$ cat src/rtl/alarm_ring_ctrl.sv
// Alarm ringing controller: gated 500 Hz / 4 Hz buzzer, auto-stop, stop and snooze.
// Optional snooze feature enabled by defining RING_SNOOZE_EN.
module alarm_ring_ctrl #(
  parameter int unsigned RING_SECONDS   = 60,
  parameter int unsigned SNOOZE_SECONDS = 300,
  parameter int unsigned MAX_SNOOZE     = 3
) (
  input  logic       clk_in_50M,
  input  logic       rst_n,
  input  logic       tone_500Hz,
  input  logic       gate_4Hz,
  input  logic       tick_1Hz,
  input  logic       alarm_en,
  input  logic       alarm_match,
  input  logic       stop_btn,
  input  logic       snooze_btn,
  output logic       buzzer_out,
  output logic       ringing,
  output logic       snoozing,
  output logic [2:0] snooze_cnt
);

`ifdef RING_SNOOZE_EN
  typedef enum logic [1:0] {
    IDLE,
    RINGING,
    SNOOZE
  } state_t;
`else
  typedef enum logic [1:0] {
    IDLE,
    RINGING
  } state_t;
`endif

  state_t     state_q, state_d;
  logic [8:0] sec_cnt_q, sec_cnt_d;

  logic       tick_q, match_q, stop_q;
  logic       sec_p_q, match_p_q, stop_p_q;
  logic       buzzer_q, ringing_q;

`ifdef RING_SNOOZE_EN
  logic       snz_q, snz_p_q;
  logic [2:0] snz_cnt_q, snz_cnt_d;
  logic       snoozing_q;
`else
  logic       unused_snz;
  assign unused_snz = snooze_btn
                    | (SNOOZE_SECONDS == 0)
                    | (MAX_SNOOZE == 0);
`endif

  always_comb begin
    state_d   = state_q;
    sec_cnt_d = sec_cnt_q;
`ifdef RING_SNOOZE_EN
    snz_cnt_d = snz_cnt_q;
`endif
    if (!alarm_en) begin
      state_d = IDLE;
    end else if (stop_p_q) begin
      state_d = IDLE;
    end else begin
      unique case (state_q)
        IDLE: begin
          if (match_p_q) state_d = RINGING;
        end
        RINGING: begin
`ifdef RING_SNOOZE_EN
          if (snz_p_q && (snz_cnt_q < 3'(MAX_SNOOZE))) begin
            state_d   = SNOOZE;
            snz_cnt_d = snz_cnt_q + 3'd1;
          end else
`endif
          if (sec_p_q) begin
            if (sec_cnt_q == 9'(RING_SECONDS - 1))
              state_d = IDLE;
            else
              sec_cnt_d = sec_cnt_q + 9'd1;
          end
        end
`ifdef RING_SNOOZE_EN
        SNOOZE: begin
          if (sec_p_q) begin
            if (sec_cnt_q == 9'(SNOOZE_SECONDS - 1))
              state_d = RINGING;
            else
              sec_cnt_d = sec_cnt_q + 9'd1;
          end
        end
`endif
        default: state_d = IDLE;
      endcase
    end
    if (state_d != state_q) sec_cnt_d = '0;
`ifdef RING_SNOOZE_EN
    // A fresh event starts with no snoozes; IDLE holds none either.
    if (state_d == IDLE || state_q == IDLE) snz_cnt_d = '0;
`endif
  end

  always_ff @(posedge clk_in_50M or negedge rst_n) begin
    if (!rst_n) begin
      tick_q    <= 1'b0;
      match_q   <= 1'b0;
      stop_q    <= 1'b0;
      sec_p_q   <= 1'b0;
      match_p_q <= 1'b0;
      stop_p_q  <= 1'b0;
      state_q   <= IDLE;
      sec_cnt_q <= '0;
      buzzer_q  <= 1'b0;
      ringing_q <= 1'b0;
`ifdef RING_SNOOZE_EN
      snz_q      <= 1'b0;
      snz_p_q    <= 1'b0;
      snz_cnt_q  <= '0;
      snoozing_q <= 1'b0;
`endif
    end else begin
      tick_q    <= tick_1Hz;
      match_q   <= alarm_match;
      stop_q    <= stop_btn;
      sec_p_q   <= tick_1Hz & ~tick_q;
      match_p_q <= alarm_match & ~match_q;
      stop_p_q  <= stop_btn & ~stop_q;
      state_q   <= state_d;
      sec_cnt_q <= sec_cnt_d;
      ringing_q <= (state_d == RINGING);
      buzzer_q  <= (state_d == RINGING) & gate_4Hz & tone_500Hz;
`ifdef RING_SNOOZE_EN
      snz_q      <= snooze_btn;
      snz_p_q    <= snooze_btn & ~snz_q;
      snz_cnt_q  <= snz_cnt_d;
      snoozing_q <= (state_d == SNOOZE);
`endif
    end
  end

  assign buzzer_out = buzzer_q;
  assign ringing    = ringing_q;
`ifdef RING_SNOOZE_EN
  assign snoozing   = snoozing_q;
  assign snooze_cnt = snz_cnt_q;
`else
  assign snoozing   = 1'b0;
  assign snooze_cnt = 3'd0;
`endif

endmodule

$ cat config.mk
export PLATFORM = sky130hd
export DESIGN_NAME = alarm_ring_ctrl
export DESIGN_NICKNAME = d
export VERILOG_FILES = /design/src/rtl/alarm_ring_ctrl.sv
export SDC_FILE = /design/constraint.sdc
export NUM_CORES = 1
export LEC_CHECK = 0
export BUFFER_PORTS_ARGS = -buffer_cell sky130_fd_sc_hd__buf_2
export CAP_MARGIN = 20
export CORE_ASPECT_RATIO = 1.1
export CORE_MARGIN = 10
export CORE_UTILIZATION = 56
export DETAILED_ROUTE_END_ITERATION = 7
export HOLD_SLACK_MARGIN = 0.02
export PLACE_DENSITY = 0.87
export SLEW_MARGIN = 30
export SYNTH_ARGS = -nofsm -noshare
export SYNTH_HDL_FRONTEND = slang
export SYNTH_SLANG_ARGS = --single-unit
export TNS_END_PERCENT = 5
$ cat constraint.sdc
create_clock -name clk_in_50M -period 3.8 [get_ports clk_in_50M]
set_clock_uncertainty 0.2 [all_clocks]
set_input_delay 0.76 -clock clk_in_50M [delete_from_list [all_inputs] [get_ports clk_in_50M]]
set_output_delay 0.76 -clock clk_in_50M [all_outputs]
set_load 0.02 [all_outputs]
# After elaboration in Yosys (flattened, before gate mapping)
# Index checks and enable logic that the tools add are counted.
[totals]
inputBits = 9
out_inout_bits = 6
elab_cells = 42
regBits = 19
[classes]
eq_ne = 6
n_addsub = 1
n_mux = 12
n_reduce_logical = 5
bitwise_logic = 8
[op_table]
columns = ["operator", "n"]
rows = [
  ["9-bit 2-to-1 mux", 6],
  ["2-bit 2-to-1 mux", 5],
  ["9-bit by 1-bit adder with 9-bit output (second input constant)", 1],
  ["9-bit by 6-bit == test with 1-bit output (second input constant)", 1],
  ["2-bit nonzero test", 3],
  ["1-bit bitwise AND", 5],
  ["5-bit AND reduction", 1],
  ["2-bit by 1-bit == test with 1-bit output (second input constant)", 2],
  ["2-bit by 1-bit inequality test with 1-bit output (second input constant)", 2],
  ["2-bit one-hot mux with 2 select lines", 1],
  ["1-bit NOT", 3],
  ["2-bit zero test", 1],
  ["2-bit inequality test", 1],
]

# Depth between registers and ports, before layout
[depth]
word_depth = 9
mapped_depth = 5
depth_no_buf = 5

# Worst setup path before layout
# Ideal clock, no wire load.
[synth_timing]
path_type = "register -> register"
startpoint = "reg sec_cnt_q[0]"
endpoint = "reg buzzer_q, in the netlist buzzer_out"
stages_incl_launch_ff = 6
n_path_buf = 0
setup_ns = 0.120
arrival_ns = 1.769
slack_ns = 1.711
cell_sequence = "dfrtp_1 > ha_1 > or4b_4 > or3_4 > o221a_1 > and3_1"
[synth_between]
elab_chain_len = 9
[synth_rtl]
columns = ["element", "line", "source"]
rows = [
  ["from (decl)", "37", "logic [8:0] sec_cnt_q, sec_cnt_d;"],
  ["from (signal assigned)", "129", "sec_cnt_q <= sec_cnt_d;"],
  ["9-bit by 6-bit == test with 1-bit output", "77", "if (sec_cnt_q == 9'(RING_SECONDS - 1))"],
  ["2-bit 2-to-1 mux", "77", ""],
  ["2-bit 2-to-1 mux", "76", "if (sec_p_q) begin"],
  ["2-bit one-hot mux with 2 select lines", "65", "unique case (state_q)"],
  ["2-bit 2-to-1 mux", "62", "end else if (stop_p_q) begin"],
  ["2-bit 2-to-1 mux", "60", "if (!alarm_en) begin"],
  ["via state_d[0]", "36", "state_t state_q, state_d;"],
  ["2-bit by 1-bit == test with 1-bit output", "131", "buzzer_q <= (state_d == RINGING) & gate_4Hz & tone_500Hz;"],
  ["1-bit bitwise AND (2 in series)", "131", ""],
  ["to (signal assigned)", "131", ""],
  ["to (decl)", "41", "logic buzzer_q, ringing_q;"],
]
# The timed path passes the listed nets, and every way through them passes these cells.
# A chain may end at the register's enable or synchronous reset.

# Final worst setup path
[layout_timing]
startpoint = "reg sec_cnt_q[0]"
endpoint = "reg sec_cnt_q[8]"
[layout_between]
elab_chain_len = 9
word_cells_on_any_way = 20
cone_classes = "1 x add/sub; 4 x eq/ne; 11 x mux; 4 x reduce/logical"
[layout_rtl]
columns = ["element", "line", "source"]
rows = [
  ["9-bit by 6-bit == test with 1-bit output", "77", ""],
  ["2-bit 2-to-1 mux", "77", ""],
  ["2-bit 2-to-1 mux", "76", ""],
  ["2-bit one-hot mux with 2 select lines", "65", ""],
  ["2-bit 2-to-1 mux", "62", ""],
  ["2-bit 2-to-1 mux", "60", ""],
  ["2-bit inequality test", "96", "if (state_d != state_q) sec_cnt_d = '0;"],
  ["2-bit by 1-bit inequality test with 1-bit output (no line) or 2-bit nonzero test (tied branches)", "--", ""],
  ["5-bit AND reduction (no line)", "--", ""],
]
# Several ways; a longest one is shown, not always the timed one. The select of a mux whose other input is x is not followed.

==> metrics.log <==
INFO  metric internal_power = 253 uW
INFO  metric crit_required = roughly 3800 ps
INFO  metric mean_instance_size_in_the_synthesized_netlist = 11.6 um2
INFO  metric fin_tns_setup = 0 ps
INFO  metric max_slew_margin = 64.5%
INFO  metric post_synth_main_area_contributors = sky130_fd_sc_hd__dfrtp_1, sky130_fd_sc_hd__xnor2_1, sky130_fd_sc_hd__buf_4
INFO  metric synthesis.area = 867 um2
INFO  metric run_status = complete, no violations
INFO  metric worst_pin_slew = 531 ps
INFO  metric power.sequential.fraction = between 60% and 70%
INFO  metric synth_top_family_by_area = simple AND/OR/NAND/NOR gates
INFO  metric setup_violating_endpoint_count_in_the_final_report = 0
INFO  metric max_cap_viol_count = 0
INFO  metric final_nets = just under 100
INFO  metric drt_first_iter_violations = 12
INFO  metric post-route-drc-count = 0
INFO  metric ys_warn_count = 0
INFO  metric synth_cell_types = 27
INFO  metric drive_above_1_share = around a fifth
INFO  metric cts_root_buf = sky130_fd_sc_hd__clkbuf_4
INFO  metric grt_setup_unrepaired = false
INFO  metric crit_arrival = 2210 ps
INFO  metric p_clk_share = 30.5%
INFO  metric finalNonFillerCells = 104
INFO  metric core_area = 1420 um2
INFO  metric rrSetupSlack = 1570 ps
INFO  metric row_count = 14
INFO  metric post_cts.repair.setup_buffers = 0
INFO  metric cts_tree = built
INFO  metric overflow = 0
INFO  metric critPathKind = flip-flop to flip-flop
INFO  metric groute.usage.overall = 9.59%
INFO  metric area.growth.synth_to_final = 9.24%
INFO  metric ys_seq_elements = 19
INFO  metric drtAntennaViolNets = 0
INFO  metric grt_antenna_before_repair = 0
INFO  metric place_ws = 1560 ps
INFO  metric synth_xor_area_share = under 10%
INFO  metric synth_adder_area_share = 1.44%
INFO  metric first_global_vias = 632
INFO  metric maxClockFrequency = around 450 MHz
INFO  metric route.detailed.vias_per_inst = 5.63
INFO  metric half_perimeter_wire_length_of_the_detailed_placement_result = ~1.2 mm
INFO  metric compound_cell_area_share_of_the_yosys_netlist = 7.36%
INFO  metric synth-async-reset-ratio = 100%
INFO  metric ir_drop = 0.000335 V
INFO  metric critical_path_peak_fanout = 8
INFO  metric min-delay-path-class = primary input to async pin
INFO  metric synth-seq-area-share = between 50% and 60%
INFO  metric cts.sinks = 19
INFO  metric cts_hold_buf = 0
INFO  metric initial_core_util = 61.1%
INFO  metric netlist_instances = 75
INFO  metric maximum_number_of_pins_on_one_net_before_global_route_repair = 20
INFO  metric route.final.wire_length = 1.47 mm
INFO  metric gp_routability_congestion = 0.762
INFO  metric p_sw = 77.7 uW
INFO  metric synth.top_cell.area_share = 54.8%
INFO  metric fin_crit_sh = 58.7%
INFO  metric postSynth.topFlopCell = sky130_fd_sc_hd__dfrtp_1
INFO  metric power.combinational.fraction = ~6.2%
INFO  metric first_pass_grt_wire_length = 2.72 mm
INFO  metric fp.dieW = 57.5 um
INFO  metric yosys-top-cells-count = sky130_fd_sc_hd__dfrtp_1, sky130_fd_sc_hd__nor2_1, sky130_fd_sc_hd__nand2_1, sky130_fd_sc_hd__xnor2_1, sky130_fd_sc_hd__buf_4
INFO  metric clk_latency_worst_skew_pair = slightly below 300 ps
INFO  metric htree_levels = 1
INFO  metric cts_made_buffers = 3
INFO  metric diodes = 0
INFO  metric reg2reg_depth = 5
INFO  metric filler_cell_count = 113
INFO  metric fin_util = between 60% and 70%
INFO  metric synthMostInstantiatedCell = sky130_fd_sc_hd__dfrtp_1
INFO  metric die_area = 3520 um2
INFO  metric fin_crit = approximately 2200 ps
INFO  metric ios = 15
INFO  metric number_of_placed_instances_taps_included = 100
INFO  metric timing.final.max_slew_violations = 0
INFO  metric power.density_cell_area = 349 nW/um2
INFO  metric die_height = 61.3 um
INFO  metric power.switching_fraction = 23.5%
INFO  metric clkTransAtPathRegs = 100 ps
INFO  metric dr_total_vias = 586
INFO  metric synth_simple_gate_area_share = 23.2%
INFO  metric leakagePower = 0.000426 uW
INFO  metric io_buffer_count = 9
INFO  metric synth.area.mux_share = under 10%
INFO  metric area_leader_netlist = sky130_fd_sc_hd__dfrtp_1
INFO  metric holdWs = 171 ps
INFO  metric setup_ws = 1570 ps
INFO  metric dr.pass1.iters = 3
INFO  metric synth_edf_count = 0
INFO  metric clock_path_buffers = 2
INFO  metric timing.critical_path.to_type = flip-flop
INFO  metric hold_violations = 0
INFO  metric route.detailed.wl_per_inst = 14.1 um
INFO  metric post_cts.resized_instances = 0
INFO  metric cp-start-kind = flip-flop
-- critical path, stage by stage (launching register included) --
cell and delay [ps]:
sky130_fd_sc_hd__dfrtp_1 400, sky130_fd_sc_hd__ha_1 200, sky130_fd_sc_hd__or4b_4 490, sky130_fd_sc_hd__or3_4 400
sky130_fd_sc_hd__o21ai_2 330, sky130_fd_sc_hd__nor2_1 100
-- kinds of logic (layout without fill, tap and decap cells) --
logic type,count (synthesis),in the layout
buf+inv,4,13
fa+ha+maj,1,1
mux,1,1
flops,19,19
compound gates,6,6
other cells,1,5
simple gates,35,35
xor+xnor,8,8
-- state kept, by name, summed over array words and instances, names as in the netlist --
signal / flops
match_q: 1
tick_q: 1
ringing: 1
buzzer_out: 1
sec_cnt_q: 9
sec_p_q: 1
stop_q: 1
state_q: 2
stop_p_q: 1
match_p_q: 1
-- worst paths after layout --
| path | from | to |
|---|---|---|
| max | sec_cnt_q[0]$_DFFE_PN0P_ | sec_cnt_q[8]$_DFFE_PN0P_ |
| min | rst_n | sec_cnt_q[0]$_DFFE_PN0P_ |
| max reg2reg | sec_cnt_q[0]$_DFFE_PN0P_ | sec_cnt_q[8]$_DFFE_PN0P_ |
| min in group clk_in_50M | match_q$_DFF_PN0_ | match_p_q$_DFF_PN0_ |
| max in group asynchronous | rst_n | buzzer_out$_DFF_PN0_ |
| min reg2reg | match_q$_DFF_PN0_ | match_p_q$_DFF_PN0_ |
-- power by group through the flow --
stage | Clock [uW] | Combinational [uW] | Sequential, uW
after detailed placement | 0 | 20.8 | 213
after floorplan | 0 | 13.5 | 213
after CTS | 108 | 20.7 | 209
final | 101 | 20.4 | 209
after global placement | 0 | 19.9 | 213
after global routing | 114 | 23.1 | 210
-- placed cells by master, fill, tap and decap left out, types with 2 or more instances in the layout --
cell / netlist / layout
sky130_fd_sc_hd__nor2_1: 8 / 8
sky130_fd_sc_hd__nor4_1: 3 / 3
sky130_fd_sc_hd__dfrtp_1: 19 / 19
sky130_fd_sc_hd__conb_1: 1 / 5
sky130_fd_sc_hd__clkbuf_4: 0 / 3
sky130_fd_sc_hd__nand2b_1: 2 / 2
sky130_fd_sc_hd__o221a_1: 2 / 2
sky130_fd_sc_hd__nor3_1: 3 / 3
sky130_fd_sc_hd__nor2b_1: 3 / 3
sky130_fd_sc_hd__xnor2_1: 5 / 5
sky130_fd_sc_hd__nand2_1: 5 / 5
sky130_fd_sc_hd__buf_2: 0 / 9
sky130_fd_sc_hd__and3_1: 2 / 2
sky130_fd_sc_hd__xor2_1: 3 / 3
sky130_fd_sc_hd__and2_1: 2 / 2
-- final cells by class --
type	instances	area, um2	share of cell area (%)
flip-flops and latches	19	475	50.2
multi-input cells	56	377	39.8
repair buffers	9	45.0	4.76
clock buffers	3	22.5	2.38
well taps	16	20.0	2.11
clock inverters	1	7.51	0.793
-- per-stage QoR --
| step | cell area [um2] | total power, uW |
|---|---|---|
| after floorplan | 882 | 227 |
| after global placement | 917 | 233 |
| after detailed placement | 917 | 234 |
| after CTS | 947 | 338 |
| after global routing | 947 | 347 |
| final | 947 | 331 |
-- metal layers --
metal  vias up  GRT usage (%)  share of wire [%]  wire [um]
li1        281              -                  -          -
met1       285           8.69                 40        587
met2        16           17.5                 50        739
met3         4           5.76                8.1        118
met4         0           3.36                1.3         19
met5         -              0                  0          0
Power figures use the tool's default switching activity.
